## src/rtl/cpu_defs_pkg.sv

```systemverilog
// cpu_defs_pkg: opcode/funct constants, ALU op encodings and decode-result struct
package cpu_defs_pkg;
  localparam logic [5:0] OP_SPECIAL = 6'h00, OP_ANDI = 6'h0C, OP_ORI = 6'h0D, OP_XORI = 6'h0E;
  localparam logic [5:0] OP_LUI = 6'h0F, OP_LW = 6'h23, OP_SW = 6'h2B;
  localparam logic [5:0] F_SLL = 6'h00, F_SRL = 6'h02, F_SRA = 6'h03;
  localparam logic [5:0] F_SLLV = 6'h04, F_SRLV = 6'h06, F_SRAV = 6'h07;
  localparam logic [5:0] F_MOVZ = 6'h0A, F_MOVN = 6'h0B;
  localparam logic [5:0] F_MFHI = 6'h10, F_MTHI = 6'h11, F_MFLO = 6'h12, F_MTLO = 6'h13;
  localparam logic [5:0] F_AND = 6'h24, F_OR = 6'h25, F_XOR = 6'h26, F_NOR = 6'h27;
  localparam logic [7:0] ALU_NOP = 8'd0, ALU_AND = 8'd1, ALU_OR = 8'd2, ALU_XOR = 8'd3;
  localparam logic [7:0] ALU_NOR = 8'd4, ALU_SLL = 8'd5, ALU_SRL = 8'd6, ALU_SRA = 8'd7;
  localparam logic [7:0] ALU_ADD = 8'd8, ALU_MOVZ = 8'd9, ALU_MOVN = 8'd10, ALU_MFHI = 8'd11;
  localparam logic [7:0] ALU_MFLO = 8'd12, ALU_MTHI = 8'd13, ALU_MTLO = 8'd14;
  // re1/re2 mark rs/rt as real sources; src1 falls back to imm1, src2 takes imm2 when src2_imm
  typedef struct packed {
    logic [7:0]  op;
    logic [4:0]  rs;
    logic [4:0]  rt;
    logic        re1;
    logic        re2;
    logic        src2_imm;
    logic [31:0] imm1;
    logic [31:0] imm2;
    logic [4:0]  waddr;
    logic        we;
    logic        mem_re;
    logic        mem_we;
    logic        illegal;
  } dec_t;
  function automatic logic [31:0] sext16(input logic [15:0] v);
    return {{16{v[15]}}, v};
  endfunction
endpackage

```

## src/rtl/id_decoder.sv

```systemverilog
// id_decoder: combinational MIPS-subset decode into op, sources, immediates and write/mem flags
module id_decoder
  import cpu_defs_pkg::*;
(
  input  logic [31:0] inst_i,
  output dec_t        dec_o
);
  logic [5:0] opc, fn;
  logic [4:0] rt, rd, sa;
  logic [15:0] imm;
  assign opc = inst_i[31:26];
  assign rt  = inst_i[20:16];
  assign rd  = inst_i[15:11];
  assign sa  = inst_i[10:6];
  assign fn  = inst_i[5:0];
  assign imm = inst_i[15:0];
  // field decode; a zero destination never writes
  always_comb begin
    dec_o = '0;
    dec_o.rs = inst_i[25:21];
    dec_o.rt = rt;
    case (opc)
      OP_SPECIAL: begin
        dec_o.re1 = 1'b1;
        dec_o.re2 = 1'b1;
        dec_o.waddr = rd;
        dec_o.we = 1'b1;
        case (fn)
          F_AND:  dec_o.op = ALU_AND;
          F_OR:   dec_o.op = ALU_OR;
          F_XOR:  dec_o.op = ALU_XOR;
          F_NOR:  dec_o.op = ALU_NOR;
          F_SLL:  begin dec_o.op = ALU_SLL; dec_o.re1 = 1'b0; dec_o.imm1 = {27'd0, sa}; end
          F_SRL:  begin dec_o.op = ALU_SRL; dec_o.re1 = 1'b0; dec_o.imm1 = {27'd0, sa}; end
          F_SRA:  begin dec_o.op = ALU_SRA; dec_o.re1 = 1'b0; dec_o.imm1 = {27'd0, sa}; end
          F_SLLV: dec_o.op = ALU_SLL;
          F_SRLV: dec_o.op = ALU_SRL;
          F_SRAV: dec_o.op = ALU_SRA;
          F_MOVZ: dec_o.op = ALU_MOVZ;
          F_MOVN: dec_o.op = ALU_MOVN;
          F_MFHI: begin dec_o.op = ALU_MFHI; dec_o.re1 = 1'b0; dec_o.re2 = 1'b0; end
          F_MFLO: begin dec_o.op = ALU_MFLO; dec_o.re1 = 1'b0; dec_o.re2 = 1'b0; end
          F_MTHI: begin dec_o.op = ALU_MTHI; dec_o.re2 = 1'b0; dec_o.we = 1'b0; dec_o.waddr = 5'd0; end
          F_MTLO: begin dec_o.op = ALU_MTLO; dec_o.re2 = 1'b0; dec_o.we = 1'b0; dec_o.waddr = 5'd0; end
          default: begin
            dec_o.re1 = 1'b0;
            dec_o.re2 = 1'b0;
            dec_o.we = 1'b0;
            dec_o.waddr = 5'd0;
            dec_o.illegal = 1'b1;
          end
        endcase
      end
      OP_ANDI, OP_ORI, OP_XORI: begin
        dec_o.op = opc == OP_ANDI ? ALU_AND : opc == OP_ORI ? ALU_OR : ALU_XOR;
        dec_o.re1 = 1'b1;
        dec_o.src2_imm = 1'b1;
        dec_o.imm2 = {16'd0, imm};
        dec_o.waddr = rt;
        dec_o.we = 1'b1;
      end
      OP_LUI: begin
        dec_o.op = ALU_OR;
        dec_o.src2_imm = 1'b1;
        dec_o.imm2 = {imm, 16'd0};
        dec_o.waddr = rt;
        dec_o.we = 1'b1;
      end
      OP_LW: begin
        dec_o.op = ALU_ADD;
        dec_o.re1 = 1'b1;
        dec_o.src2_imm = 1'b1;
        dec_o.imm2 = sext16(imm);
        dec_o.mem_re = 1'b1;
        dec_o.waddr = rt;
        dec_o.we = 1'b1;
      end
      OP_SW: begin
        dec_o.op = ALU_ADD;
        dec_o.re1 = 1'b1;
        dec_o.re2 = 1'b1;
        dec_o.src2_imm = 1'b1;
        dec_o.imm2 = sext16(imm);
        dec_o.mem_we = 1'b1;
      end
      default: dec_o.illegal = 1'b1;
    endcase
    dec_o.we = dec_o.we && dec_o.waddr != 5'd0;
  end
endmodule

```

## src/rtl/id_stage_pipe.sv

```systemverilog
// id_stage_pipe: decode stage with ID/EX register, handshakes, bypass and hazard stall (macro ID_BYPASS_EN enables forwarding)
module id_stage_pipe
  import cpu_defs_pkg::*;
#(
  parameter int DATA_W  = 32,
  parameter int REG_AW  = 5,
  parameter int ALUOP_W = 8
) (
  input  logic               clk,
  input  logic               rst,
  input  logic               flush,
  input  logic               in_valid,
  output logic               in_ready,
  input  logic [31:0]        in_pc,
  input  logic [31:0]        in_inst,
  output logic [REG_AW-1:0]  rf_raddr1,
  output logic [REG_AW-1:0]  rf_raddr2,
  input  logic [DATA_W-1:0]  rf_rdata1,
  input  logic [DATA_W-1:0]  rf_rdata2,
  input  logic               ex_we,
  input  logic               ex_mem_re,
  input  logic [REG_AW-1:0]  ex_waddr,
  input  logic [DATA_W-1:0]  ex_result,
  input  logic               mem_we,
  input  logic [REG_AW-1:0]  mem_waddr,
  input  logic [DATA_W-1:0]  mem_data,
  output logic               out_valid,
  input  logic               out_ready,
  output logic [31:0]        out_pc,
  output logic [ALUOP_W-1:0] out_alu_op,
  output logic [DATA_W-1:0]  out_src1,
  output logic [DATA_W-1:0]  out_src2,
  output logic [DATA_W-1:0]  out_store_data,
  output logic               out_we,
  output logic [REG_AW-1:0]  out_waddr,
  output logic               out_mem_re,
  output logic               out_mem_we,
  output logic               out_illegal
);
  typedef struct packed {
    logic               valid;
    logic [31:0]        pc;
    logic [ALUOP_W-1:0] op;
    logic [DATA_W-1:0]  src1;
    logic [DATA_W-1:0]  src2;
    logic [DATA_W-1:0]  sd;
    logic               we;
    logic [REG_AW-1:0]  waddr;
    logic               mem_re;
    logic               mem_we;
    logic               illegal;
  } idex_t;
  dec_t dec;
  idex_t idex_q, idex_d, idex_new;
  logic [REG_AW-1:0] rs, rt;
  logic [DATA_W-1:0] v1, v2;
  logic stall, accept;
  id_decoder u_dec (.inst_i(in_inst), .dec_o(dec));
  assign rs = REG_AW'(dec.rs);
  assign rt = REG_AW'(dec.rt);
  assign rf_raddr1 = rs;
  assign rf_raddr2 = rt;
`ifdef ID_BYPASS_EN
  assign v1 = (ex_we && ex_waddr == rs && rs != '0) ? ex_result :
              (mem_we && mem_waddr == rs && rs != '0) ? mem_data : rf_rdata1;
  assign v2 = (ex_we && ex_waddr == rt && rt != '0) ? ex_result :
              (mem_we && mem_waddr == rt && rt != '0) ? mem_data : rf_rdata2;
  assign stall = ex_mem_re && ex_we && ex_waddr != '0 &&
                 ((dec.re1 && ex_waddr == rs) || (dec.re2 && ex_waddr == rt));
`else
  logic unused_fwd;
  assign unused_fwd = &{1'b0, ex_mem_re, ex_result, mem_data};
  assign v1 = rf_rdata1;
  assign v2 = rf_rdata2;
  assign stall = (dec.re1 && rs != '0 && ((ex_we && ex_waddr == rs) || (mem_we && mem_waddr == rs))) ||
                 (dec.re2 && rt != '0 && ((ex_we && ex_waddr == rt) || (mem_we && mem_waddr == rt)));
`endif
  assign in_ready = !rst && !flush && !stall && (!idex_q.valid || out_ready);
  assign accept = in_valid && in_ready;
  // assemble the ID/EX entry from decode and the (possibly forwarded) operands
  always_comb begin
    idex_new = '0;
    idex_new.valid = 1'b1;
    idex_new.pc = in_pc;
    idex_new.op = ALUOP_W'(dec.op);
    idex_new.src1 = dec.re1 ? v1 : DATA_W'(dec.imm1);
    idex_new.src2 = dec.src2_imm ? DATA_W'(dec.imm2) : dec.re2 ? v2 : '0;
    idex_new.sd = dec.mem_we ? v2 : '0;
    idex_new.we = dec.we;
    idex_new.waddr = REG_AW'(dec.waddr);
    idex_new.mem_re = dec.mem_re;
    idex_new.mem_we = dec.mem_we;
    idex_new.illegal = dec.illegal;
  end
  // next ID/EX state: reset, then flush, then accept, then drain to a bubble
  always_comb begin
    idex_d = idex_q;
    if (rst) idex_d = '0;
    else if (flush) idex_d.valid = 1'b0;
    else if (accept) idex_d = idex_new;
    else if (out_ready) idex_d.valid = 1'b0;
  end
  // ID/EX pipeline register
  always_ff @(posedge clk) idex_q <= idex_d;
  assign out_valid = idex_q.valid;
  assign out_pc = idex_q.pc;
  assign out_alu_op = idex_q.op;
  assign out_src1 = idex_q.src1;
  assign out_src2 = idex_q.src2;
  assign out_store_data = idex_q.sd;
  assign out_we = idex_q.we;
  assign out_waddr = idex_q.waddr;
  assign out_mem_re = idex_q.mem_re;
  assign out_mem_we = idex_q.mem_we;
  assign out_illegal = idex_q.illegal;
endmodule

```

## config.mk

```make
export PLATFORM = sky130hd
export DESIGN_NAME = id_stage_pipe
export DESIGN_NICKNAME = d
export VERILOG_FILES = /design/src/rtl/cpu_defs_pkg.sv /design/src/rtl/id_decoder.sv /design/src/rtl/id_stage_pipe.sv
export SDC_FILE = /design/constraint.sdc
export NUM_CORES = 1
export LEC_CHECK = 0
export CAP_MARGIN = 30
export CORE_MARGIN = 3
export CORE_UTILIZATION = 36
export DETAILED_ROUTE_END_ITERATION = 8
export GPL_TIMING_DRIVEN = 0
export PLACE_DENSITY = 0.8
export REMOVE_ABC_BUFFERS = 1
export SLEW_MARGIN = 5
export SYNTH_ARGS = -nofsm -noshare
export SYNTH_HDL_FRONTEND = slang
export SYNTH_SLANG_ARGS = --single-unit
export TNS_END_PERCENT = 10
```

## constraint.sdc

```tcl
create_clock -name clk -period 4 [get_ports clk]
set_input_delay 1.2 -clock clk [delete_from_list [all_inputs] [get_ports clk]]
set_output_delay 1.2 -clock clk [all_outputs]
set_load 0.02 [all_outputs]
```

==> results.ini, run 1 <==
[global_route]
grt_max_degree = 89
grt_pass1_vias = 6969
overflow = 0
grt_pass1_wl_um = 40100
grtUsageTotal = 0.234
antenna_found_initial = 0

[placement]
dpl.cell_count = 1220
io_buffers = 297
place_hpwl_um = 17500
pre_cts_slack_ns = -2.22
gp_congestion = 0.823
placed_cell_area_um2 = 10200

[synthesis]
ys_seq_area_frac = 0.402
synth_edf_count = 0
avgSynthCellArea_um2 = 9.70
async_flop_share = 0
synth.distinct_cells = 49
yosysWarnings = 0
synth_seq_cells = 142
synth-main-ff-cell = dfxtp_1
syn-cell-area_um2 = 7080
syn_inst = 730

[timing]
finalCriticalPeriod_ns = 4.11
max_slew_margin = 0.381
setup_viol = 12
finalSetupTns_ns = -0.790
skew_ns = 0.00602
holdWs_ns = 0.474
rsz0062_at_grt = yes
fin_crit_sh = 1.03
hold_viol = 0
max_slew.worst_pin.slew_ns = 0.927
fmax_mhz = 243
slew_violations = 0
setup_ws_ns = -0.113

[floorplanning]
die_h_um = 146
start_util = 0.372
row_count = 50
io_pins = 367
die_x_um = 146
core_um2 = 19000
die_area_um2 = 21400

[layout]
final_area_um2 = 11200
syn_to_final_growth_pct = 57.7
antenna_cells = 0
fin_nets = 1222
drive_gt1_frac = 0.175
stdcell_count = 1284

[critical_path]
path_class = input port to output port
crit_arrival_ns = 2.91
worstSetupEndpointType = output port
crit_path_max_fanout = 13
critical_path_required_ns = 2.80
worst-path-buf-inv = 2
reg2regPathDepth = 8
reg2reg_slack_ns = 1.09
start_kind = input port
crit_slowest_cell = or3b_2
path_cells = buf_2, or3b_2, a211oi_2, o31a_1, o221ai_4, and3_4, buf_8
cpPeakStageDelay_ns = 0.48
crit_family = simple AND/OR/NAND/NOR gates
r2r-end = out_pc[25]
rr_startpoint = out_valid

[detailed_routing]
drtIter0Drc = 582
drtPass1Iterations = 5
drc = 0
wl_per_cell_um = 20.7
finalWirelength_um = 26600
vias = 7003
vias_per_cell = 5.45
postRouteAntennaNets = 0

[run_status]
status = finished with violations
violations = negative setup slack

[clocking]
cts_buffers = 17
clock_latency_ns = 0.41
ctsHtreeMaxLevel = 4
cts.sink_count = 142
cts_tree = yes
cts_hold_buf = 0
cts-root-buf = clkbuf_16
cts.path.max_buffers = 2
clk_pin_slew_ns = 0.06

[pwr]
power.density_nw_per_um2 = 331
leakagePower_uw = 0.00412
peakVddDrop_v = 0.000255

[min_path]
hold_path_end = out_src1[15]
min_path_cells = 2
hold_class = register to register
hp-start = out_src1[15]

[run]
cap_violations = 0

## through the flow
| step | power [uW] | utilization |
|---|---|---|
| 3_5_place_dp | 2120 | 0.537 |
| 4_1_cts | 3710 | 0.583 |
| 5_1_grt | 3820 | 0.587 |
| 2_1_floorplan | 1750 | - |
| 6_report | 3700 | 0.587 |
| 3_3_place_gp | 2110 | 0.522 |
## cells in the mapped netlist (2+ instances only)
cell type,instances,area [um2]
or2_2,2,12.5
o21ai_0,4,20.0
nand2_1,70,263
nand4_1,5,31.3
xnor2_1,20,175
nand3_1,2,10.0
dfxtp_1,142,2840
inv_1,3,11.3
o31a_1,2,17.5
buf_1,2,7.51
nor2_1,12,45.0
nor2b_1,37,231
a31oi_1,2,12.5
buf_4,18,135
mux2i_1,61,611
nor3_1,8,40.0
or3b_2,2,17.5
nand2b_1,64,400
and3_1,2,12.5
o221ai_1,3,26.3
a21oi_1,52,260
a211oi_1,2,15.0
or4_1,3,22.5
clkbuf_1,43,161
a32oi_1,5,43.8
a311oi_2,30,450
buf_6,10,113
a221oi_1,16,140
and2_1,2,12.5
o22ai_1,3,18.8
buf_2,8,40.0
or3_1,5,31.3
a311oi_1,17,149
a22oi_1,22,165
mux2_2,36,405
nand3b_1,2,15.0
## worst reg2reg max path, stage by stage (launching register included)
cell     delay, ns
dfxtp_1       0.32
nor2b_1       0.15
nor3_2        0.30
nand2_1       0.27
a31oi_4       0.61
buf_16        0.26
nand2_8       0.21
buf_16        0.27
mux2_2        0.39
## state kept, by name, summed over array words and instances (netlist names), 4 cells and up
signal / flops
out_pc: 32
out_src1: 32
out_src2: 32
out_store_data: 32
out_waddr: 5
out_alu_op: 4
## kinds of logic after synthesis
group	Yosys count	share of synthesized area
AO/OA/AOI/OAI	166	0.198
XOR/XNOR	20	0.0247
buffers and inverters	85	0.0666
flip-flops	142	0.402
multiplexers	97	0.144
other	1	0.000530
AND/OR/NAND/NOR	219	0.165
## worst max-delay path by stage
stage / from / to / depth (start not counted)
2_1_floorplan: in_inst[27] / out_alu_op[2] / 6
3_5_place_dp: in_inst[4] / in_ready / 8
3_3_place_gp: rst / out_pc[23] / 6
4_1_cts: in_inst[27] / in_ready / 8
6_report: in_inst[5] / in_ready / 7
5_1_grt: in_inst[2] / in_ready / 7
## repair_timing
action                                  4_1_cts  5_1_grt
setup buffers                                24        5
resized for setup                            70       12
endpoints found under the setup margin      138       51
pin swaps                                    11       12
gates cloned                                  4        2
## final cells by class
class	count	area, um2
Tap cell	260	325
Timing Repair Buffer	336	3410
Clock buffer	18	439
Clock inverter	13	138
Multi-Input combinational cell	511	3990
Inverter	4	16.3
Sequential cell	142	2840
Fill cell	1611	7860
## routing by layer
layer | share of wire | routed length [um] | track usage
met1 | 0.40 | 10700 | 0.289
met2 | 0.48 | 12700 | 0.392
met3 | 0.092 | 2450 | 0.0680
met4 | 0.028 | 735 | 0.0790
met5 | 0 | 0 | 0
## power by group
part / switching (uW) / internal, uW / total, uW / leakage, uW
registers: 20.9 / 1460 / 1480 / 0.00115
clock network: 644 / 935 / 1580 / 0.000279
logic: 309 / 330 / 639 / 0.00269
## placed cells by master, fill, tap and decap left out, types with 5 or more instances in the layout
cell type        synthesis  final
mux2i_1                 61     61
a22oi_1                 22     22
clkbuf_16                0     17
a311oi_2                30     30
nand4_1                  5      5
dfxtp_1                142    142
a311oi_1                17     17
nand2b_1                64     64
buf_2                    8      6
buf_16                   0      5
mux2_2                  36     36
nand2_1                 70     69
clkinv_2                 0      5
a221oi_1                16     16
a21oi_1                 52     51
a32oi_1                  5      5
xnor2_1                 20     20
nor2b_1                 37     37
buf_4                   18     28
nor2_1                  12      9
clkdlybuf4s50_1          0    277
nor3_1                   8      6
(Power assumes the default switching activity.)
==> run 2: changes to the inputs <==
--- a/config.mk
+++ b/config.mk
@@ -6,10 +6,11 @@
 export NUM_CORES = 1
 export LEC_CHECK = 0
 export CAP_MARGIN = 30
+export CORE_ASPECT_RATIO = 1.2
 export CORE_MARGIN = 3
 export CORE_UTILIZATION = 36
 export DETAILED_ROUTE_END_ITERATION = 8
-export GPL_TIMING_DRIVEN = 0
+export GPL_TIMING_DRIVEN = 1
 export PLACE_DENSITY = 0.8
 export REMOVE_ABC_BUFFERS = 1
 export SLEW_MARGIN = 5
==> run 2 against run 1 <==
The flow still finishes with violations (negative setup slack). Clock power about the same. Die area about the same. Register-to-register slack improved by 0.89 ns. Flip-flop and latch count unchanged. Design area increased by 1.3%. Worst setup slack improved by 0.11 ns. Combinational power increased by 2%. Sequential power about the same. Sequential share of layout area decreased by 0.32 points. Core utilization increased by 0.61 points.
==> results.ini, run 2 (synthesis gave the netlist of run 1 again) <==
[critical_path]
crit_arrival_ns = 2.80
crit_family = simple AND/OR/NAND/NOR gates
path_class = input port to output port
worstSetupEndpointType = output port
worst-path-buf-inv = 2
cp_common_cell = buf_6
crit_path_max_fanout = 2
cpPeakStageDelay_ns = 0.52
critical_path_required_ns = 2.80
crit_cells = 7
reg2regPathDepth = 8
start_kind = input port
crit_slowest_cell = or4_4
path_cells = buf_6, or4_4, or3_4, o31ai_4, nand3_1, and3_4, buf_6

[global_route]
grt_pass1_vias = 6953
overflow = 0
antenna_found_initial = 1
grt_pass1_wl_um = 37700
grt_max_degree = 147
grtUsageTotal = 0.219

[clocking]
cts.sink_count = 142
cts.path.max_buffers = 2
ctsHtreeMaxLevel = 4
cts-root-buf = clkbuf_16
clk_pin_slew_ns = 0.06
cts_buffers = 17
cts_tree = yes
clock_latency_ns = 0.42
cts_hold_buf = 0

[placement]
place_hpwl_um = 17600
gp_congestion = 0.869
io_buffers = 297
pre_cts_slack_ns = -0.928
dpl.cell_count = 1275

[pwr]
power.internal_uw = 2740
peakVddDrop_v = 0.000263
leakagePower_uw = 0.00424
comb_power_share = 0.175
power.density_nw_per_um2 = 329
seq_power_share = 0.398
clkPwrFrac = 0.427
p_sw_uw = 972
p_total_uw = 3710
swShare = 0.262

[layout]
fin_util = 0.593
layout_commonest_cell = clkdlybuf4s50_1
final_cell_mix = 283 x clkdlybuf4s50_1, 142 x dfxtp_1, 69 x nand2_1, 64 x buf_4, 63 x nand2b_1
fin_nets = 1254
stdcell_count = 1314
syn_to_final_growth_pct = 59.7
drive_gt1_frac = 0.190

[timing]
skew_ns = 0.00854
holdWs_ns = 0.475
fin_crit_sh = 1.00
max_slew_margin = 0.535
slew_violations = 0
fmax_mhz = 250
rsz0062_at_grt = yes
max_slew.worst_pin.slew_ns = 0.697
finalCriticalPeriod_ns = 4.00
setup_ws_ns = -0.00429
setup_viol = 1
hold_viol = 0

[detailed_routing]
drtIter0Drc = 395
finalWirelength_um = 24600
wl_per_cell_um = 18.8
vias = 6904
drc = 0
drtPass1Iterations = 5
postRouteAntennaNets = 0
vias_per_cell = 5.25

[floorplanning]
start_util = 0.371
core_um2 = 19100
row_count = 55
die_h_um = 160
die_area_um2 = 21400
die_x_um = 134
io_pins = 367

[run]
cap_violations = 0

[min_path]
min_path_cells = 2
hold_class = register to register

[run_status]
violations = negative setup slack
status = finished with violations

## run 2: cell count changes in the layout (fill, tap and decap cells not counted), moves of 3 or more
cell,delta
buf_4,+36
buf_12,+8
clkdlybuf4s50_1,+6
buf_16,-5
clkinv_2,-5
buf_2,-4
buf_8,-4
buf_6,+3
## run 2: what timing repair did
action	4_1_cts	5_1_grt
gates resized for setup	38	7
endpoints found under the setup margin	1	1
pin swaps	7	5
setup buffers	1	5
gates cloned	0	0
## run 2: stage by stage
stage / TNS (ns) / area [um2]
global route: -0.0321 / 11300
CTS: -0.0681 / 11200
detailed placement: -1.22 / 10600
global placement: -1.11 / 10600
floorplan: -402.79 / 6630
finish: -0.00429 / 11300
## run 2: layout make-up
cell class	instances	area, um2
flip-flops and latches	142	2840
clock buffers	19	433
clock inverters	13	153
inverters	4	15.0
multi-input cells	506	3880
diodes	1	2.50
repair buffers	373	3660
well taps	256	320
fillers	1648	7760
## run 2: power groups by stage
stage	combinational [uW]	clock [uW]	sequential [uW]
after global routing	689	1680	1480
after detailed placement	643	0	1510
after global placement	635	0	1510
after floorplan	189	0	1560
after CTS	649	1620	1480
final	651	1590	1480
## run 2: per-layer routing
layer	vias up	share of wire	routed length [um]	global-route usage
met5	-	0	0	0
met4	0	0.034	831	0.0921
met1	3292	0.39	9540	0.246
met3	45	0.065	1600	0.0532
met2	300	0.51	12700	0.392
li1	3267	-	-	-
## run 2: path summary, 6_finish.rpt
kind	startpoint	end	slack, ns
max	in_inst[27]	in_ready	-0.004
max reg2reg	out_valid	out_waddr[3]	1.98
min	out_store_data[6]	out_store_data[6]	0.48
min reg2reg	out_store_data[6]	out_store_data[6]	0.48
## run 2: tightest hold or removal path, delay by kind of cell (launching register included)
| kind | cells | cell delay, ns |
|---|---|---|
| flops | 1 | 0.31 |
| mux | 1 | 0.06 |
| simple gates | 1 | 0.06 |
==> run 3: changes to the inputs <==
--- a/config.mk
+++ b/config.mk
@@ -11,7 +11,7 @@
 export CORE_UTILIZATION = 36
 export DETAILED_ROUTE_END_ITERATION = 8
 export GPL_TIMING_DRIVEN = 1
-export PLACE_DENSITY = 0.8
+export PLACE_DENSITY = 0.81
 export REMOVE_ABC_BUFFERS = 1
 export SLEW_MARGIN = 5
 export SYNTH_ARGS = -nofsm -noshare
==> run 3 against run 2 <==
The flow still finishes with violations (negative setup slack). Via count decreased by 0.52%. Hold slack got worse by 0.0050 ns. Clock power down 3%. Combinational power hardly changed. Core utilization is 0.22 points lower. Sequential power barely moved. Global-route usage increased by 0.29 points. Cell count is essentially flat. Fmax down 0.19%. Count of clock-buffer cells in the layout is the same. First-iteration DRC count down 19%.
==> results.ini, run 3 (synthesis gave the netlist of run 1 again) <==
[clocking]
clk_pin_slew_ns = 0.06
cts-root-buf = clkbuf_16
cts.path.max_buffers = 2
cts_buffers = 17
ctsHtreeMaxLevel = 4
clock_latency_ns = 0.41
cts_hold_buf = 0
cts_tree = yes
cts.sink_count = 142

[critical_path]
crit_arrival_ns = 2.81
reg2regPathDepth = 6
crit_path_max_fanout = 2
start_kind = input port
critical_path_required_ns = 2.80
rr_startpoint = out_valid
r2r-end = out_waddr[3]
reg2reg_slack_ns = 2.10
worstSetupEndpointType = output port
path_class = input port to output port

[pwr]
power.density_nw_per_um2 = 327
peakVddDrop_v = 0.000276
p_total_uw = 3680
leakagePower_uw = 0.00422

[detailed_routing]
finalWirelength_um = 24600
drc = 0
wl_per_cell_um = 18.7
vias_per_cell = 5.23
drtPass1Iterations = 5
postRouteAntennaNets = 0
drtIter0Drc = 320
vias = 6868

[timing]
holdWs_ns = 0.470
setup_viol = 1
setup_ws_ns = -0.0119
finalCriticalPeriod_ns = 4.01
fmax_mhz = 249
skew_ns = 0.0107
finalSetupTns_ns = -0.0119
rsz0062_at_grt = yes
fin_crit_sh = 1.00
max_slew_margin = 0.520
max_slew.worst_pin.slew_ns = 0.720
slew_violations = 0
hold_viol = 0

[floorplanning]
row_count = 55
io_pins = 367
die_h_um = 160
die_x_um = 134
die_area_um2 = 21400
core_um2 = 19100
start_util = 0.371

[placement]
io_buffers = 297
place_hpwl_um = 17500
dpl.cell_count = 1277
pre_cts_slack_ns = -0.918
gp_congestion = 0.903

[layout]
syn_to_final_growth_pct = 59.1
fin_nets = 1254
layout_commonest_cell = clkdlybuf4s50_1
drive_gt1_frac = 0.187
fillers = 1639
antenna_cells = 0
final_cell_mix = 284 x clkdlybuf4s50_1, 142 x dfxtp_1, 69 x nand2_1, 67 x buf_4, 64 x nand2b_1
stdcell_count = 1313

[global_route]
top_usage_layer = met2
met2_usage = 0.393
grt_max_degree = 147
grtUsageTotal = 0.222
grt_use_met3 = 0.0469
overflow = 0
grt_pass1_vias = 6880
antenna_found_initial = 0
grt_pass1_wl_um = 38100
gr-usage-met1 = 0.257

[run_status]
violations = negative setup slack
status = finished with violations

[min_path]
hold_path_end = out_store_data[20]
hold_class = register to register
min_path_cells = 2
hp-start = out_store_data[20]

[run]
cap_violations = 0

==> run 3: cell types whose count changed in the layout (fill, tap and decap cells not counted), sizes merged <==
cell           previous run  this run
clkdlybuf4s15             0         2
dlygate4sd2               5         2
clkinv                    0         6
clkdlybuf4s50           283       284
diode                     1         0
inv                      10         5
clkinvlp                  5         4
==> run 3: per-layer routing <==
| layer | up-vias | routed length (um) |
|---|---|---|
| li1 | 3266 | - |
| met1 | 3284 | 9530 |
| met2 | 273 | 12700 |
| met3 | 45 | 1520 |
| met4 | 0 | 811 |
| met5 | - | 0 |
==> run 3: worst max path at each step <==
stage	slack, ns	to	start	cells after the start
5_1_grt	-0.08	in_ready	in_inst[31]	8
3_5_place_dp	-0.92	in_ready	in_inst[31]	7
6_report	-0.01	in_ready	in_inst[27]	8
3_3_place_gp	-0.90	in_ready	in_inst[31]	7
2_1_floorplan	-3.63	out_alu_op[2]	in_inst[27]	6
4_1_cts	-0.07	in_ready	in_inst[27]	7
==> run 3: final cells by class <==
type                            count  area, um2  share of cell area
Inverter                            4       15.0             0.00133
Clock buffer                       19        433              0.0384
Sequential cell                   142       2840               0.252
Tap cell                          256        320              0.0284
Multi-Input combinational cell    506       3870               0.344
Clock inverter                     13        140              0.0124
Timing Repair Buffer              373       3640               0.323
==> run 3: critical path, stage by stage <==
cell and delay (ns):
buf_6 0.09, or4_4 0.53, buf_4 0.15, nor3_2 0.16, o31a_1 0.25, o221ai_4 0.12, and3_4 0.18, buf_6 0.13
==> run 3: timing repair <==
action,CTS,global route
pin swaps,8,5
endpoints found under the setup margin,1,1
gates resized for setup,34,7
setup buffers,4,0
==> run 3: per-stage QoR <==
| step | cell area, um2 | util |
|---|---|---|
| 2_1_floorplan | 6630 | - |
| 3_3_place_gp | 10600 | 0.557 |
| 3_5_place_dp | 10600 | 0.557 |
| 4_1_cts | 11200 | 0.590 |
| 5_1_grt | 11300 | 0.591 |
| 6_report | 11300 | 0.591 |
==> run 3: power by group <==
| part | switching (uW) | leakage [uW] | internal, uW |
|---|---|---|---|
| Sequential | 20.5 | 0.00115 | 1460 |
| Combinational | 300 | 0.00280 | 350 |
| Clock | 630 | 0.000270 | 920 |
